`src/rtl/clk_gen_cal_pkg.sv`:
```
// Shared types and default sizing for the ring-oscillator calibration controller.
package clk_gen_cal_pkg;

    localparam int DEF_CODE_W     = 5;
    localparam int DEF_CNT_W      = 16;
    localparam int DEF_SETTLE_CYC = 4;
    localparam int DEF_WINDOW_CYC = 64;

    typedef enum logic [2:0] {
        ST_IDLE    = 3'd0,
        ST_SETTLE  = 3'd1,
        ST_MEASURE = 3'd2,
        ST_DECIDE  = 3'd3,
        ST_DONE    = 3'd4
    } cal_state_e;

    // Phase timer width: must hold 0 .. max(settle, window) - 1.
    function automatic int tmr_width(input int settle_cyc, input int window_cyc);
        int longest;
        longest = (settle_cyc > window_cyc) ? settle_cyc : window_cyc;
        return (longest > 1) ? $clog2(longest) : 1;
    endfunction

endpackage

```
`src/rtl/clk_gen_edge_counter.sv`:
```
// Rising-edge detector on the synchronized oscillator plus a saturating edge counter.
module clk_gen_edge_counter
    import clk_gen_cal_pkg::*;
#(
    parameter int CNT_W = DEF_CNT_W
) (
    input  logic             clk_i,
    input  logic             reset_i,
    input  logic             clr_i,
    input  logic             en_i,
    input  logic             sig_i,
    output logic [CNT_W-1:0] count_o
);

    logic             prev_r;
    logic [CNT_W-1:0] cnt_r;
    logic             edge_s;

    assign edge_s  = sig_i & ~prev_r;
    assign count_o = cnt_r;

    // Clearing loads the current level so a signal already high at window start is not an edge.
    always_ff @(posedge clk_i or posedge reset_i) begin
        if (reset_i) begin
            prev_r <= 1'b0;
            cnt_r  <= '0;
        end else if (clr_i) begin
            prev_r <= sig_i;
            cnt_r  <= '0;
        end else if (en_i) begin
            prev_r <= sig_i;
            if (edge_s && (cnt_r != {CNT_W{1'b1}})) begin
                cnt_r <= cnt_r + {{(CNT_W-1){1'b0}}, 1'b1};
            end
        end
    end

endmodule

```
`src/rtl/clk_gen_cal_ctrl.sv`:
```
// Successive-approximation calibration of a ring-oscillator delay code against a target edge count.
// Optional build macro CLK_GEN_CAL_MANUAL_EN adds a manual code override used while idle or done.
module clk_gen_cal_ctrl
    import clk_gen_cal_pkg::*;
#(
    parameter int CODE_W     = DEF_CODE_W,
    parameter int CNT_W      = DEF_CNT_W,
    parameter int SETTLE_CYC = DEF_SETTLE_CYC,
    parameter int WINDOW_CYC = DEF_WINDOW_CYC
) (
    input  logic              clk_i,
    input  logic              reset_i,
    input  logic              start_i,
    input  logic [CNT_W-1:0]  target_count_i,
    input  logic              osc_sync_i,
`ifdef CLK_GEN_CAL_MANUAL_EN
    input  logic              manual_en_i,
    input  logic [CODE_W-1:0] manual_code_i,
`endif
    output logic              osc_en_o,
    output logic [CODE_W-1:0] code_o,
    output logic              busy_o,
    output logic              done_o,
    output logic [CNT_W-1:0]  meas_count_o
);

    localparam int IDX_W = (CODE_W > 1) ? $clog2(CODE_W) : 1;
    localparam int TMR_W = tmr_width(SETTLE_CYC, WINDOW_CYC);

    localparam logic [TMR_W-1:0]  SETTLE_LAST = TMR_W'(SETTLE_CYC - 1);
    localparam logic [TMR_W-1:0]  WINDOW_LAST = TMR_W'(WINDOW_CYC - 1);
    localparam logic [IDX_W-1:0]  IDX_TOP     = IDX_W'(CODE_W - 1);
    localparam logic [CODE_W-1:0] CODE_MSB    = CODE_W'(1) << (CODE_W - 1);

    cal_state_e        state_r, state_next_s;
    logic [CODE_W-1:0] sar_r, sar_next_s;
    logic [IDX_W-1:0]  bit_idx_r, bit_idx_next_s, bit_idx_dec_s;
    logic [CNT_W-1:0]  target_r, target_next_s;
    logic [TMR_W-1:0]  tmr_r, tmr_next_s;
    logic [CNT_W-1:0]  meas_r, meas_next_s;
    logic              cnt_clr_s, cnt_en_s;
    logic [CNT_W-1:0]  cnt_s;

    logic              osc_en_r, osc_en_next_s;
    logic [CODE_W-1:0] code_r, code_next_s;
    logic              busy_r, busy_next_s;
    logic              done_r, done_next_s;

    assign bit_idx_dec_s = bit_idx_r - IDX_W'(1);

    clk_gen_edge_counter #(
        .CNT_W (CNT_W)
    ) u_edge_counter (
        .clk_i   (clk_i),
        .reset_i (reset_i),
        .clr_i   (cnt_clr_s),
        .en_i    (cnt_en_s),
        .sig_i   (osc_sync_i),
        .count_o (cnt_s)
    );

    // FSM state and search datapath registers.
    always_ff @(posedge clk_i or posedge reset_i) begin
        if (reset_i) begin
            state_r   <= ST_IDLE;
            sar_r     <= '0;
            bit_idx_r <= '0;
            target_r  <= '0;
            tmr_r     <= '0;
            meas_r    <= '0;
        end else begin
            state_r   <= state_next_s;
            sar_r     <= sar_next_s;
            bit_idx_r <= bit_idx_next_s;
            target_r  <= target_next_s;
            tmr_r     <= tmr_next_s;
            meas_r    <= meas_next_s;
        end
    end

    // Next-state and binary-search decisions.
    always_comb begin
        state_next_s   = state_r;
        sar_next_s     = sar_r;
        bit_idx_next_s = bit_idx_r;
        target_next_s  = target_r;
        tmr_next_s     = tmr_r;
        meas_next_s    = meas_r;
        cnt_clr_s      = 1'b0;
        cnt_en_s       = 1'b0;

        case (state_r)
            ST_IDLE, ST_DONE: begin
                if (start_i) begin
                    target_next_s  = target_count_i;
                    bit_idx_next_s = IDX_TOP;
                    sar_next_s     = CODE_MSB;
                    tmr_next_s     = '0;
                    state_next_s   = ST_SETTLE;
                end else begin
                    state_next_s   = state_r;
                end
            end
            ST_SETTLE: begin
                if (tmr_r == SETTLE_LAST) begin
                    tmr_next_s   = '0;
                    cnt_clr_s    = 1'b1;
                    state_next_s = ST_MEASURE;
                end else begin
                    tmr_next_s   = tmr_r + TMR_W'(1);
                end
            end
            ST_MEASURE: begin
                cnt_en_s = 1'b1;
                if (tmr_r == WINDOW_LAST) begin
                    tmr_next_s   = '0;
                    state_next_s = ST_DECIDE;
                end else begin
                    tmr_next_s   = tmr_r + TMR_W'(1);
                end
            end
            ST_DECIDE: begin
                meas_next_s = cnt_s;
                // Too slow or on target: this delay bit is too long, drop it.
                if (cnt_s > target_r) begin
                    sar_next_s[bit_idx_r] = 1'b1;
                end else begin
                    sar_next_s[bit_idx_r] = 1'b0;
                end
                if (bit_idx_r != '0) begin
                    sar_next_s[bit_idx_dec_s] = 1'b1;
                    bit_idx_next_s            = bit_idx_dec_s;
                    state_next_s              = ST_SETTLE;
                end else begin
                    state_next_s              = ST_DONE;
                end
            end
            default: begin
                state_next_s = ST_IDLE;
            end
        endcase
    end

    // Output values for the coming cycle, derived from the next state so outputs stay registered.
    always_comb begin
        osc_en_next_s = 1'b0;
        code_next_s   = '0;
        busy_next_s   = 1'b0;
        done_next_s   = 1'b0;

        case (state_next_s)
            ST_SETTLE, ST_MEASURE, ST_DECIDE: begin
                osc_en_next_s = 1'b1;
                code_next_s   = sar_next_s;
                busy_next_s   = 1'b1;
            end
            ST_DONE: begin
                done_next_s   = 1'b1;
                osc_en_next_s = 1'b1;
`ifdef CLK_GEN_CAL_MANUAL_EN
                if (manual_en_i) begin
                    code_next_s = manual_code_i;
                end else begin
                    code_next_s = sar_next_s;
                end
`else
                code_next_s   = sar_next_s;
`endif
            end
            ST_IDLE: begin
`ifdef CLK_GEN_CAL_MANUAL_EN
                if (manual_en_i) begin
                    osc_en_next_s = 1'b1;
                    code_next_s   = manual_code_i;
                end else begin
                    osc_en_next_s = 1'b0;
                    code_next_s   = '0;
                end
`else
                osc_en_next_s = 1'b0;
                code_next_s   = '0;
`endif
            end
            default: begin
                osc_en_next_s = 1'b0;
                code_next_s   = '0;
            end
        endcase
    end

    // Registered outputs.
    always_ff @(posedge clk_i or posedge reset_i) begin
        if (reset_i) begin
            osc_en_r <= 1'b0;
            code_r   <= '0;
            busy_r   <= 1'b0;
            done_r   <= 1'b0;
        end else begin
            osc_en_r <= osc_en_next_s;
            code_r   <= code_next_s;
            busy_r   <= busy_next_s;
            done_r   <= done_next_s;
        end
    end

    assign osc_en_o     = osc_en_r;
    assign code_o       = code_r;
    assign busy_o       = busy_r;
    assign done_o       = done_r;
    assign meas_count_o = meas_r;

endmodule

```
`config.mk`:
```
export PLATFORM = sky130hd
export DESIGN_NAME = clk_gen_cal_ctrl
export DESIGN_NICKNAME = d
export VERILOG_FILES = /design/src/rtl/clk_gen_cal_pkg.sv /design/src/rtl/clk_gen_edge_counter.sv /design/src/rtl/clk_gen_cal_ctrl.sv
export SDC_FILE = /design/constraint.sdc
export NUM_CORES = 1
export LEC_CHECK = 0
export BUFFER_PORTS_ARGS = -buffer_cell sky130_fd_sc_hd__buf_2
export CORE_MARGIN = 2
export CORE_UTILIZATION = 45
export CTS_BUF_LIST = sky130_fd_sc_hd__clkbuf_8
export DETAILED_ROUTE_END_ITERATION = 8
export PLACE_DENSITY = 0.61
export SLEW_MARGIN = 25
export SYNTH_ARGS = -nofsm -noshare
export SYNTH_HDL_FRONTEND = slang
export SYNTH_HIERARCHICAL = 1
export SYNTH_SLANG_ARGS = --single-unit
```
`constraint.sdc`:
```
create_clock -name clk_i -period 2.7 [get_ports clk_i]
set_input_delay 0.54 -clock clk_i [delete_from_list [all_inputs] [get_ports clk_i]]
set_output_delay 0.54 -clock clk_i [all_outputs]
set_load 0.01 [all_outputs]
```
==> flow_summary.ini <==
[status]
status = finished, final reports clean

[synth]
synth_top_family_by_area = simple AND/OR/NAND/NOR gates
syn-num-nets = 447
synth_cells = 407
yosysSeqAreaShare = 0.478
synth_compound_area_frac = 0.133
ys_types = 47
muxShareOfSynthArea = 0.0578
synthXorXnorAreaFrac = 0
ys_ff_latch = 74
syn_area_per_cell_um2 = 9.52
postSynth.asyncResetShare = 1.00
synth-edff-count = 0
syn_area_mm2 = 0.00388
synthSimpleGateAreaFrac = 0.220
ys.flop_type = dfrtp_1
synth_fa_ha_area_frac = 0.0646
ys_warn_count = 6

[route]
drc = 0
post_drt_wl_per_cell_um = 15.0
wirelength_mm = 8.36
avgViaCountPerCell = 5.56
ant_nets = 0
drtIter0Drc = 186
num_vias = 3105
drt_pass1_iterations = 4

[setup_path]
worstReg2RegStart = state_r[0]
crit_path_end = u_edge_counter/count_o[11]
arrival_ns = 2.65
endpoint_kind = flip-flop
crit_path_start_kind = flip-flop
criticalPathCategory = reg2reg
r2r_end = u_edge_counter/count_o[11]
worstPathMaxFanout = 10
cp.required_ns = 2.98
cp-startpoint = state_r[0]
r2r_cells = 6
r2r_setup_slack_ns = 0.33

[global_routing]
gr-usage-all-layers = 0.187
grt_pass1_vias = 3013
grt_max_degree = 31
met1_usage = 0.241
gr-max-usage-layer = met2
use_met3 = 0.0441
antenna_found_initial = 0
grt_pass1_wl_mm = 14.3
grt_overflow = 0
gr-usage-met2 = 0.302

[final_layout]
antennaDiodeCount = 0
final_layout_size_suffix_gt1_frac = 0.201
num-nets-final = 488
seq_area_mm2 = 0.00185
multi_input_area_mm2 = 0.00185
syn_to_final_growth_pct = 12.9
num-fill-cells = 789
stdcell_count = 558

[clock_network]
ctsHoldBuffers = 0
cts_setup_buffers = 0
cts_max_level = 3
numCtsBuffers = 9
clkSlewWorstSetupHoldPaths_ns = 0.08
cts_resized = 0
clock_latency_ns = 0.35
cts_tree = done
clk_path_buf_depth = 2
cts-root-buf = clkbuf_8
clock-sinks = 74

[placed_design]
hpwl_mm = 6.07
numPortBuffers = 43
globalplace.congestion = 0.799
place_inst = 542

[hold_path]
hold_class = in2async

[sta]
fin_skew_ns = 0.00930
drv_slew = 0
fmax_mhz = 422
slew_headroom = 0.512
hold_viol = 0
post-route-period-util = 0.878
rsz0062_at_grt = false
worst_pin_slew_ns = 0.732
setup_viol = 0
setup_tns_ns = 0
layout_min_cycle_time_ns = 2.37

[floorplan]
dieArea_mm2 = 0.00937
die_h_um = 96.8
dieWidth_um = 96.8
start_util = 0.467
pin_count = 44
rows = 33
coreArea_mm2 = 0.00830

[power_and_ir_drop]
p_leak_uw = 0.00215
powerDensity_mw_per_mm2 = 819
ir_worst_vdd_uv = 469

[run]
drv_cap = 0
-- routing by layer --
layer	part of all wire	routed length, µm
met3	0.042	350
met1	0.46	3830
met2	0.47	3930
met4	0.030	251
met5	0	0
-- placed cells by master (no fill, tap or decap), drive strengths merged, types with 2 or more instances in the layout --
cell type	instances
nand2	74
or4	9
o311ai	4
and3	2
or2	3
nand2b	5
nand3	16
buf	49
and2	4
nand3b	2
nand4	9
dfrtp	74
inv	25
o21ai	20
or3	3
nor2b	4
nor3	5
o21a	3
o41ai	3
clkinv	3
and4	8
a21o	7
ha	20
a21boi	3
nor4	2
mux2	19
clkbuf	11
o31ai	9
a21oi	24
nor2	18
-- worst min-delay path by stage --
stage	slack, ns	endpoint	startpoint	cells after the start
2_1_floorplan	0.47	u_edge_counter/count_o[0]	reset_i	1
3_5_place_dp	0.46	meas_count_o[11]	meas_count_o[11]	2
4_1_cts	0.27	meas_count_o[4]	reset_i	2
6_report	0.26	meas_count_o[4]	reset_i	2
5_1_grt	0.30	meas_count_o[4]	reset_i	2
3_3_place_gp	0.46	meas_count_o[12]	meas_count_o[12]	2
-- critical path, stage by stage, from the launching register on --
cell and delay (ns):
dfrtp_1 0.46, nand2b_1 0.22, nor2_1 0.19, nand3b_1 0.12, or4_1 0.64, or4_1 0.52
a21oi_1 0.15
-- power by group --
group	switching, µW	internal [µW]
combinational	697	540
sequential	187	1370
clock	407	379
-- cell families (layout without fill, tap and decap cells) --
logic type / Yosys count / in the layout
flops: 74 / 74
compound gates: 81 / 81
fa+ha+maj: 20 / 20
buf+inv: 43 / 89
simple gates: 169 / 169
mux: 20 / 20
-- cell usage after synthesis, types with 2 or more instances --
master,n,area share
a21boi_0,3,0.0058
a21o_1,7,0.014
a21oi_1,24,0.031
and2_1,4,0.0065
and3_1,2,0.0032
and4_1,8,0.018
buf_1,2,0.0019
buf_2,4,0.0052
buf_6,2,0.0058
clkbuf_1,11,0.011
dfrtp_1,74,0.48
ha_1,20,0.065
inv_1,24,0.023
mux2_2,19,0.055
nand2_1,74,0.072
nand2b_1,5,0.0081
nand3_1,16,0.021
nand3b_1,2,0.0039
nand4_1,9,0.015
nor2_1,18,0.017
nor2b_1,4,0.0065
nor3_1,4,0.0052
nor4_1,2,0.0032
o21a_1,3,0.0058
o21ai_0,20,0.026
o311ai_0,4,0.0090
o31ai_1,8,0.015
o41ai_1,3,0.0068
or2_2,3,0.0048
or3_1,3,0.0048
or4_1,9,0.017
-- final cells by class --
| type | instances | area share |
|---|---|---|
| Sequential cell | 74 | 0.423 |
| Clock inverter | 5 | 0.00686 |
| Tap cell | 105 | 0.0300 |
| Multi-Input combinational cell | 290 | 0.422 |
| Inverter | 24 | 0.0206 |
| Timing Repair Buffer | 49 | 0.0623 |
| Clock buffer | 11 | 0.0346 |
-- flip-flops by register name (all words and copies together), names as in the netlist --
signal and count:
u_edge_counter/count_o 16, tmr_r 6, done_o 1, meas_count_o 16
busy_o 1, state_r 3, u_edge_counter/prev_r 1, code_o 5
sar_r 5, bit_idx_r 3, target_r 16, osc_en_o 1
-- through the flow --
step                      power [µW]  area (µm²)  setup WS [ns]  hold WS [ns]   util
after floorplan                 2550        3880          0.546         0.465      -
after global placement          2780        4190          0.444         0.456  0.505
after detailed placement        2830        4190          0.336         0.458  0.505
after CTS                       3640        4380          0.343         0.274  0.527
after global routing            3890        4380          0.134         0.301  0.527
final                           3580        4380          0.330         0.261  0.527
No activity file was read; power rests on OpenSTA's default activity.
